**src/rtl/spc_pkg.sv**
```systemverilog
// Shared command codes, FSM encoding and phase limits for the
// photon-counting trigger/counter blocks.
package spc_pkg;

  localparam logic [7:0] CMD_IDLE  = 8'h00;
  localparam logic [7:0] CMD_START = 8'h01;

  // 3-flop edge detector downstream needs this many cycles per phase
  localparam int MIN_PHASE_DEF = 3;

  typedef enum logic [1:0] {
    IDLE   = 2'd0,
    HIGH   = 2'd1,
    LOW    = 2'd2,
    FINISH = 2'd3
  } state_e;

endpackage

```
**src/rtl/dmd_trigger_gen_if.sv**
```systemverilog
// Command bundle from the SPI decoder into the DMD trigger generator.
interface dmd_trigger_gen_if #(
  parameter int PERIOD_W = 24,
  parameter int PULSE_W  = 16,
  parameter int CNT_W    = 16
);
  logic                CMD_VALID;
  logic [7:0]          CMD;
  logic [PERIOD_W-1:0] PERIOD;
  logic [PULSE_W-1:0]  PULSE_LEN;
  logic [CNT_W-1:0]    N_PATTERNS;

  modport master (
    output CMD_VALID, CMD,
    output PERIOD, PULSE_LEN, N_PATTERNS
  );

  modport slave (
    input CMD_VALID, CMD,
    input PERIOD, PULSE_LEN, N_PATTERNS
  );
endinterface

```
**src/rtl/dmd_trigger_gen_phase_timer.sv**
```systemverilog
// Loadable down-counter; tc_o is high while the count sits at zero.
module phase_timer #(
  parameter int W = 24
) (
  input  logic         clk_i,
  input  logic         rst_ni,
  input  logic         load_i,
  input  logic [W-1:0] load_val_i,
  output logic         tc_o
);

  logic [W-1:0] cnt_q, cnt_d;

  always_comb begin
    cnt_d = cnt_q;
    if (load_i)
      cnt_d = load_val_i;
    else if (cnt_q != '0)
      cnt_d = cnt_q - W'(1);
  end

  always_ff @(posedge clk_i) begin
    if (!rst_ni)
      cnt_q <= '0;
    else
      cnt_q <= cnt_d;
  end

  assign tc_o = (cnt_q == '0);

endmodule

```
**src/rtl/dmd_trigger_gen.sv**
```systemverilog
// DMD pattern-advance pulse train: N pulses of programmable
// period/high time, abortable by a stop command.
module dmd_trigger_gen
  import spc_pkg::*;
#(
  parameter int PERIOD_W  = 24,
  parameter int PULSE_W   = 16,
  parameter int CNT_W     = 16,
  parameter int MIN_PHASE = MIN_PHASE_DEF
) (
  input  logic             CLK,
  input  logic             RST_N,
  dmd_trigger_gen_if.slave cmd,
  output logic             DMD_Signal,
  output logic [CNT_W-1:0] FRAME_IDX,
  output logic             BUSY,
  output logic             DONE
);

  localparam logic [PERIOD_W-1:0] MIN_P =
    PERIOD_W'(MIN_PHASE);
  localparam logic [PERIOD_W-1:0] MIN_2P =
    PERIOD_W'(2 * MIN_PHASE);
  localparam logic [PERIOD_W-1:0] ONE =
    PERIOD_W'(1);

  state_e              state_q, state_d;
  logic [PERIOD_W-1:0] hi_q, hi_d;
  logic [PERIOD_W-1:0] lo_q, lo_d;
  logic [CNT_W-1:0]    n_q, n_d;
  logic [CNT_W-1:0]    frame_q, frame_d;
  logic                dmd_q, dmd_d;
  logic                busy_q, busy_d;
  logic                done_q, done_d;

  logic                tmr_load;
  logic [PERIOD_W-1:0] tmr_val;
  logic                tmr_tc;

  logic                start, stop, more;
  logic [PERIOD_W-1:0] pl_ext, hi_m, per_c;
  logic [PERIOD_W-1:0] hi_c, lo_c;

  assign start = cmd.CMD_VALID &&
                 (cmd.CMD == CMD_START);
  assign stop  = cmd.CMD_VALID &&
                 (cmd.CMD == CMD_IDLE);

  // Clamp order matters: floor both phases, then
  // shrink high time so low keeps MIN_PHASE.
  assign pl_ext = PERIOD_W'(cmd.PULSE_LEN);
  assign hi_m   = (pl_ext < MIN_P) ? MIN_P : pl_ext;
  assign per_c  = (cmd.PERIOD < MIN_2P) ?
                  MIN_2P : cmd.PERIOD;
  assign hi_c   = (hi_m > per_c - MIN_P) ?
                  (per_c - MIN_P) : hi_m;
  assign lo_c   = per_c - hi_c;

  assign more = (n_q == '0) ||
                (frame_q < n_q - CNT_W'(1));

  always_comb begin
    state_d  = state_q;
    hi_d     = hi_q;
    lo_d     = lo_q;
    n_d      = n_q;
    frame_d  = frame_q;
    tmr_load = 1'b0;
    tmr_val  = '0;
    unique case (state_q)
      IDLE: begin
        if (start) begin
          state_d  = HIGH;
          hi_d     = hi_c;
          lo_d     = lo_c;
          n_d      = cmd.N_PATTERNS;
          frame_d  = '0;
          tmr_load = 1'b1;
          tmr_val  = hi_c - ONE;
        end
      end
      HIGH: begin
        if (stop) begin
          state_d = IDLE;
        end else if (tmr_tc) begin
          state_d  = LOW;
          tmr_load = 1'b1;
          tmr_val  = lo_q - ONE;
        end
      end
      LOW: begin
        if (stop) begin
          state_d = IDLE;
        end else if (tmr_tc) begin
          if (more) begin
            state_d  = HIGH;
            frame_d  = frame_q + CNT_W'(1);
            tmr_load = 1'b1;
            tmr_val  = hi_q - ONE;
          end else begin
            state_d = FINISH;
          end
        end
      end
      FINISH: state_d = IDLE;
      default: state_d = IDLE;
    endcase
    dmd_d  = (state_d == HIGH);
    busy_d = (state_d == HIGH) ||
             (state_d == LOW);
    done_d = (state_d == FINISH);
  end

  always_ff @(posedge CLK) begin
    if (!RST_N) begin
      state_q <= IDLE;
      hi_q    <= '0;
      lo_q    <= '0;
      n_q     <= '0;
      frame_q <= '0;
      dmd_q   <= 1'b0;
      busy_q  <= 1'b0;
      done_q  <= 1'b0;
    end else begin
      state_q <= state_d;
      hi_q    <= hi_d;
      lo_q    <= lo_d;
      n_q     <= n_d;
      frame_q <= frame_d;
      dmd_q   <= dmd_d;
      busy_q  <= busy_d;
      done_q  <= done_d;
    end
  end

  phase_timer #(
    .W (PERIOD_W)
  ) u_phase_timer (
    .clk_i      (CLK),
    .rst_ni     (RST_N),
    .load_i     (tmr_load),
    .load_val_i (tmr_val),
    .tc_o       (tmr_tc)
  );

  assign DMD_Signal = dmd_q;
  assign FRAME_IDX  = frame_q;
  assign BUSY       = busy_q;
  assign DONE       = done_q;

endmodule
```
**src/flat_wrapper.sv**
```systemverilog
// flat-port wrapper written by rule: the top's interface ports become plain ports
module dmd_trigger_gen_flat import spc_pkg::*;
#(
  parameter int PERIOD_W  = 24,
  parameter int PULSE_W   = 16,
  parameter int CNT_W     = 16,
  parameter int MIN_PHASE = MIN_PHASE_DEF
)
  (CLK, RST_N, DMD_Signal, FRAME_IDX, BUSY, DONE, cmd_CMD_VALID, cmd_CMD, cmd_PERIOD, cmd_PULSE_LEN, cmd_N_PATTERNS);
  dmd_trigger_gen_if #(.PERIOD_W(PERIOD_W), .PULSE_W(PULSE_W), .CNT_W(CNT_W)) cmd_i ();
  input  logic CLK;
  input  logic RST_N;
  output logic DMD_Signal;
  output logic [CNT_W-1:0] FRAME_IDX;
  output logic BUSY;
  output logic DONE;
  input wire logic [$bits(cmd_i.CMD_VALID)-1:0] cmd_CMD_VALID;
  input wire logic [$bits(cmd_i.CMD)-1:0] cmd_CMD;
  input wire logic [$bits(cmd_i.PERIOD)-1:0] cmd_PERIOD;
  input wire logic [$bits(cmd_i.PULSE_LEN)-1:0] cmd_PULSE_LEN;
  input wire logic [$bits(cmd_i.N_PATTERNS)-1:0] cmd_N_PATTERNS;
  assign cmd_i.CMD_VALID = cmd_CMD_VALID;
  assign cmd_i.CMD = cmd_CMD;
  assign cmd_i.PERIOD = cmd_PERIOD;
  assign cmd_i.PULSE_LEN = cmd_PULSE_LEN;
  assign cmd_i.N_PATTERNS = cmd_N_PATTERNS;
  dmd_trigger_gen #(.PERIOD_W(PERIOD_W), .PULSE_W(PULSE_W), .CNT_W(CNT_W), .MIN_PHASE(MIN_PHASE)) u_core (.CLK(CLK), .RST_N(RST_N), .cmd(cmd_i), .DMD_Signal(DMD_Signal), .FRAME_IDX(FRAME_IDX), .BUSY(BUSY), .DONE(DONE));
endmodule
```
**config.mk**
```make
export PLATFORM = sky130hd
export DESIGN_NAME = dmd_trigger_gen_flat
export DESIGN_NICKNAME = d
export VERILOG_FILES = /design/src/rtl/spc_pkg.sv /design/src/rtl/dmd_trigger_gen_if.sv /design/src/rtl/dmd_trigger_gen_phase_timer.sv /design/src/rtl/dmd_trigger_gen.sv /design/src/flat_wrapper.sv
export SDC_FILE = /design/constraint.sdc
export NUM_CORES = 1
export LEC_CHECK = 0
export CAP_MARGIN = 5
export CORE_UTILIZATION = 55
export CTS_CLUSTER_DIAMETER = 80
export DETAILED_ROUTE_END_ITERATION = 10
export PLACE_DENSITY = 0.82
export SLEW_MARGIN = 20
export SYNTH_ARGS = -nofsm -noshare
export SYNTH_HDL_FRONTEND = slang
export SYNTH_SLANG_ARGS = --single-unit
export TNS_END_PERCENT = 10
```
**constraint.sdc**
```tcl
create_clock -name CLK -period 9.4 [get_ports CLK]
set_input_delay 1.41 -clock CLK [delete_from_list [all_inputs] [get_ports CLK]]
set_output_delay 1.41 -clock CLK [all_outputs]
set_load 0.02 [all_outputs]
```
==> flow_summary.yaml <==
status:
  status: "complete, no violations"
global_routing:
  track_usage: 0.295
  antenna_found_initial: 0
  grt_pass1_wl_um: 39000
  grt.overflow.total: 0
  grt_pass1_vias: 8050
  grt_max_degree: 78
detailed_routing:
  post-route-drc-count: 0
  antenna_left: 0
  drt_pass1_iterations: 7
  vias: 8737
  via_per_inst: 5.99
  drt_wl_total_um: 24400
  drt_iter0_drc: 712
  wire_per_inst_um: 16.7
clock_network:
  cts_made_buffers: 9
  clockBufferDepth: 2
  cts.hold.buffers_added: 0
  htreeDepth: 3
  worstSkewPairLatency_ns: 0.36
  cts_tree: "built"
  cts.sinks: 109
  post-cts-setup-buffers: 0
  clk_pin_slew_worst_paths_ns: 0.07
  clockRootBuffer: "clkbuf_16"
final_layout:
  final_cell_mix: "137 x nand2_1, 132 x nor2_1, 109 x dfxtp_1, 102 x a21oi_1, 85 x clkdlybuf4s50_1"
  fin_nets: 1362
  mostFrequentLayoutCell: "nand2_1"
  n_antenna_cell: 0
  synthToLayoutAreaGrowth_pct: 14.8
  layout-drive-gt1-share: 0.0652
worst_setup_path:
  cp-end-kind: "register"
  crit_fanout: 21
  slowest_delay_ns: 0.62
  cp_data_required_time_ns: 9.63
  slowest_stage: "or4_4"
  worstSetupStartpointType: "input pin"
  crit_arrival_ns: 8.94
  crit_type: "input pin to register"
power_and_ir_drop:
  switching_power_uw: 473
  power.total_uw: 1380
  p_int_uw: 909
  p_leak_uw: 0.00420
  powerDensity_mw_per_mm2: 136
  clockPowerShare: 0.261
  seqPwrFrac: 0.392
  swShare: 0.342
  comb_power_share: 0.346
  peakVddDrop_mv: 0.0984
floorplanning:
  die_h_um: 129
  io_pins: 86
  die_x_um: 129
  core_sq_mm: 0.0158
  rows: 46
  start_util: 0.560
  dieArea_sq_mm: 0.0166
synth:
  synth_area_leader_cell: "dfxtp_1"
  synth.distinct_cells: 83
  ys_warn_count: 0
  postSynth.asyncResetShare: 0
  synthTopCellsByArea: "dfxtp_1 25%, ha_1 8.0%, xnor2_1 7.6%, nand2_1 5.8%, a21oi_1 5.8%"
  yosysSeqAreaShare: 0.246
  post-synth-top-area-fraction: 0.246
  synthesis.nets: 1316
  postSynthAreaPerCell_sq_um: 7.44
  ys_ff_latch: 109
  netlist_instances: 1191
  synth-edff-count: 0
  synth_top_flop_cell: "dfxtp_1"
  synth_area_sq_mm: 0.00886
timing:
  maxSlewViolCount: 0
  setup_viol: 0
  hold_viol: 0
  fin_tns_setup_ns: 0
  fin_crit_ns: 8.71
  tightest_slew_ns: 0.895
  rsz0062_at_grt: "no"
  fin_crit_sh: 0.927
  max_freq_mhz: 115
  slew_headroom: 0.395
  clock_skew_ns: 0.0104
place:
  port_buffers: 85
  globalplace.congestion: 0.985
  place_hpwl_um: 18800
job:
  drv_cap: 0
min_path:
  hp-class: "register to register"
-- through the flow --
step           setup WS (ns)   util  area (sq um)  hold WS (ns)  instances
2_1_floorplan          0.789      -          8860         0.445       1191
3_3_place_gp           0.379  0.625          9880         0.458       1442
3_5_place_dp           0.191  0.625          9880         0.467       1442
4_1_cts                0.561  0.642         10200         0.473       1458
5_1_grt               0.0505  0.643         10200         0.496       1458
6_report               0.689  0.643         10200         0.475       1458
-- kinds of logic (layout without fill, tap and decap cells) --
kind of cell,Yosys count,after routing,synth area share
fa+ha+maj,58,58,0.0827
simple gates,502,502,0.276
xor+xnor,132,132,0.130
other cells,1,1,0.000423
flops,109,109,0.246
compound gates,265,265,0.197
mux,11,11,0.0141
buf+inv,113,164,0.0534
-- routing by layer --
metal  vias to the layer above  track usage  part of all wire
met3                        69       0.0262             0.052
met2                       308        0.511              0.48
met4                         0        0.172             0.044
met1                      4041        0.359              0.43
met5                         -            0                 0
li1                       4319            -                 -
-- flip-flops by register name, summed over array words and instances (netlist names) --
register and cells:
u_core.lo_q 24, u_core.DONE 1, u_core.DMD_Signal 1, u_core.state_q 2
u_core.hi_q 24, u_core.n_q 16, u_core.u_phase_timer.cnt_q 24, u_core.BUSY 1
u_core.FRAME_IDX 16
-- synth_stat cells, types with 3 or more instances --
master     number
o21a_1          5
or4_1           7
o31ai_1         4
nand4_1        11
nand2_1       137
and3_1         23
a21o_1         17
xnor2_1        77
and2_1          9
a2bb2oi_1       3
a211oi_1       16
o21ai_1        14
a311oi_1        3
xor2_1         55
clkbuf_1       66
o21ai_2         3
nor3b_1         6
nor4b_1         5
and4_1          3
o221ai_1        7
nor2_1        133
ha_1           57
or3_1          12
nor3_1         36
nor4_1         30
o21ai_0        24
o211ai_1        4
dfxtp_1       109
mux2i_1         8
a22oi_1         6
buf_2           9
buf_6           4
nor2b_1         9
or2_2           4
nand3_1        48
nand2b_1       10
nand3b_1        7
a21oi_1       102
a31oi_1        15
o22ai_1         9
inv_1          30
-- critical path: cells and delay by family --
kind            cells  cell delay [ns]
compound gates     10             2.17
xor+xnor            1             0.16
fa+ha+maj           3             0.68
buf+inv             4             0.97
simple gates       16             3.54
-- power by group through the flow --
stage | Sequential (uW) | Combinational [uW] | Clock [uW]
after global placement | 550 | 462 | 0
after floorplan | 544 | 356 | 0
after global routing | 547 | 535 | 380
final | 542 | 479 | 361
after CTS | 542 | 475 | 363
after detailed placement | 553 | 469 | 0
-- final timing paths --
check,slack (ns),startpoint,endpoint,depth (start not counted)
max,0.69,cmd_PERIOD[19],u_core.lo_q[19]$_SDFFE_PN0P_,34
min,0.48,u_core.lo_q[5]$_SDFFE_PN0P_,u_core.lo_q[5]$_SDFFE_PN0P_,2
max reg2reg,4.21,u_core.n_q[2]$_SDFFE_PN0P_,u_core.FRAME_IDX[14]$_SDFFE_PN0P_,17
min reg2reg,0.48,u_core.lo_q[5]$_SDFFE_PN0P_,u_core.lo_q[5]$_SDFFE_PN0P_,2
-- what timing repair did --
action	CTS	global route
setup endpoints to repair	0	6
endpoints found under the hold margin	0	0
gates resized for setup	0	2
-- area by class of cell --
cell class              instances  area (sq um)
flip-flops and latches        109          2180
inverters                      31           116
multi-input cells             969          6240
fillers                      1394          5650
well taps                     216           270
clock buffers                  11           243
repair buffers                117          1090
clock inverters                 5          35.0
Power figures use the tool's default switching activity.
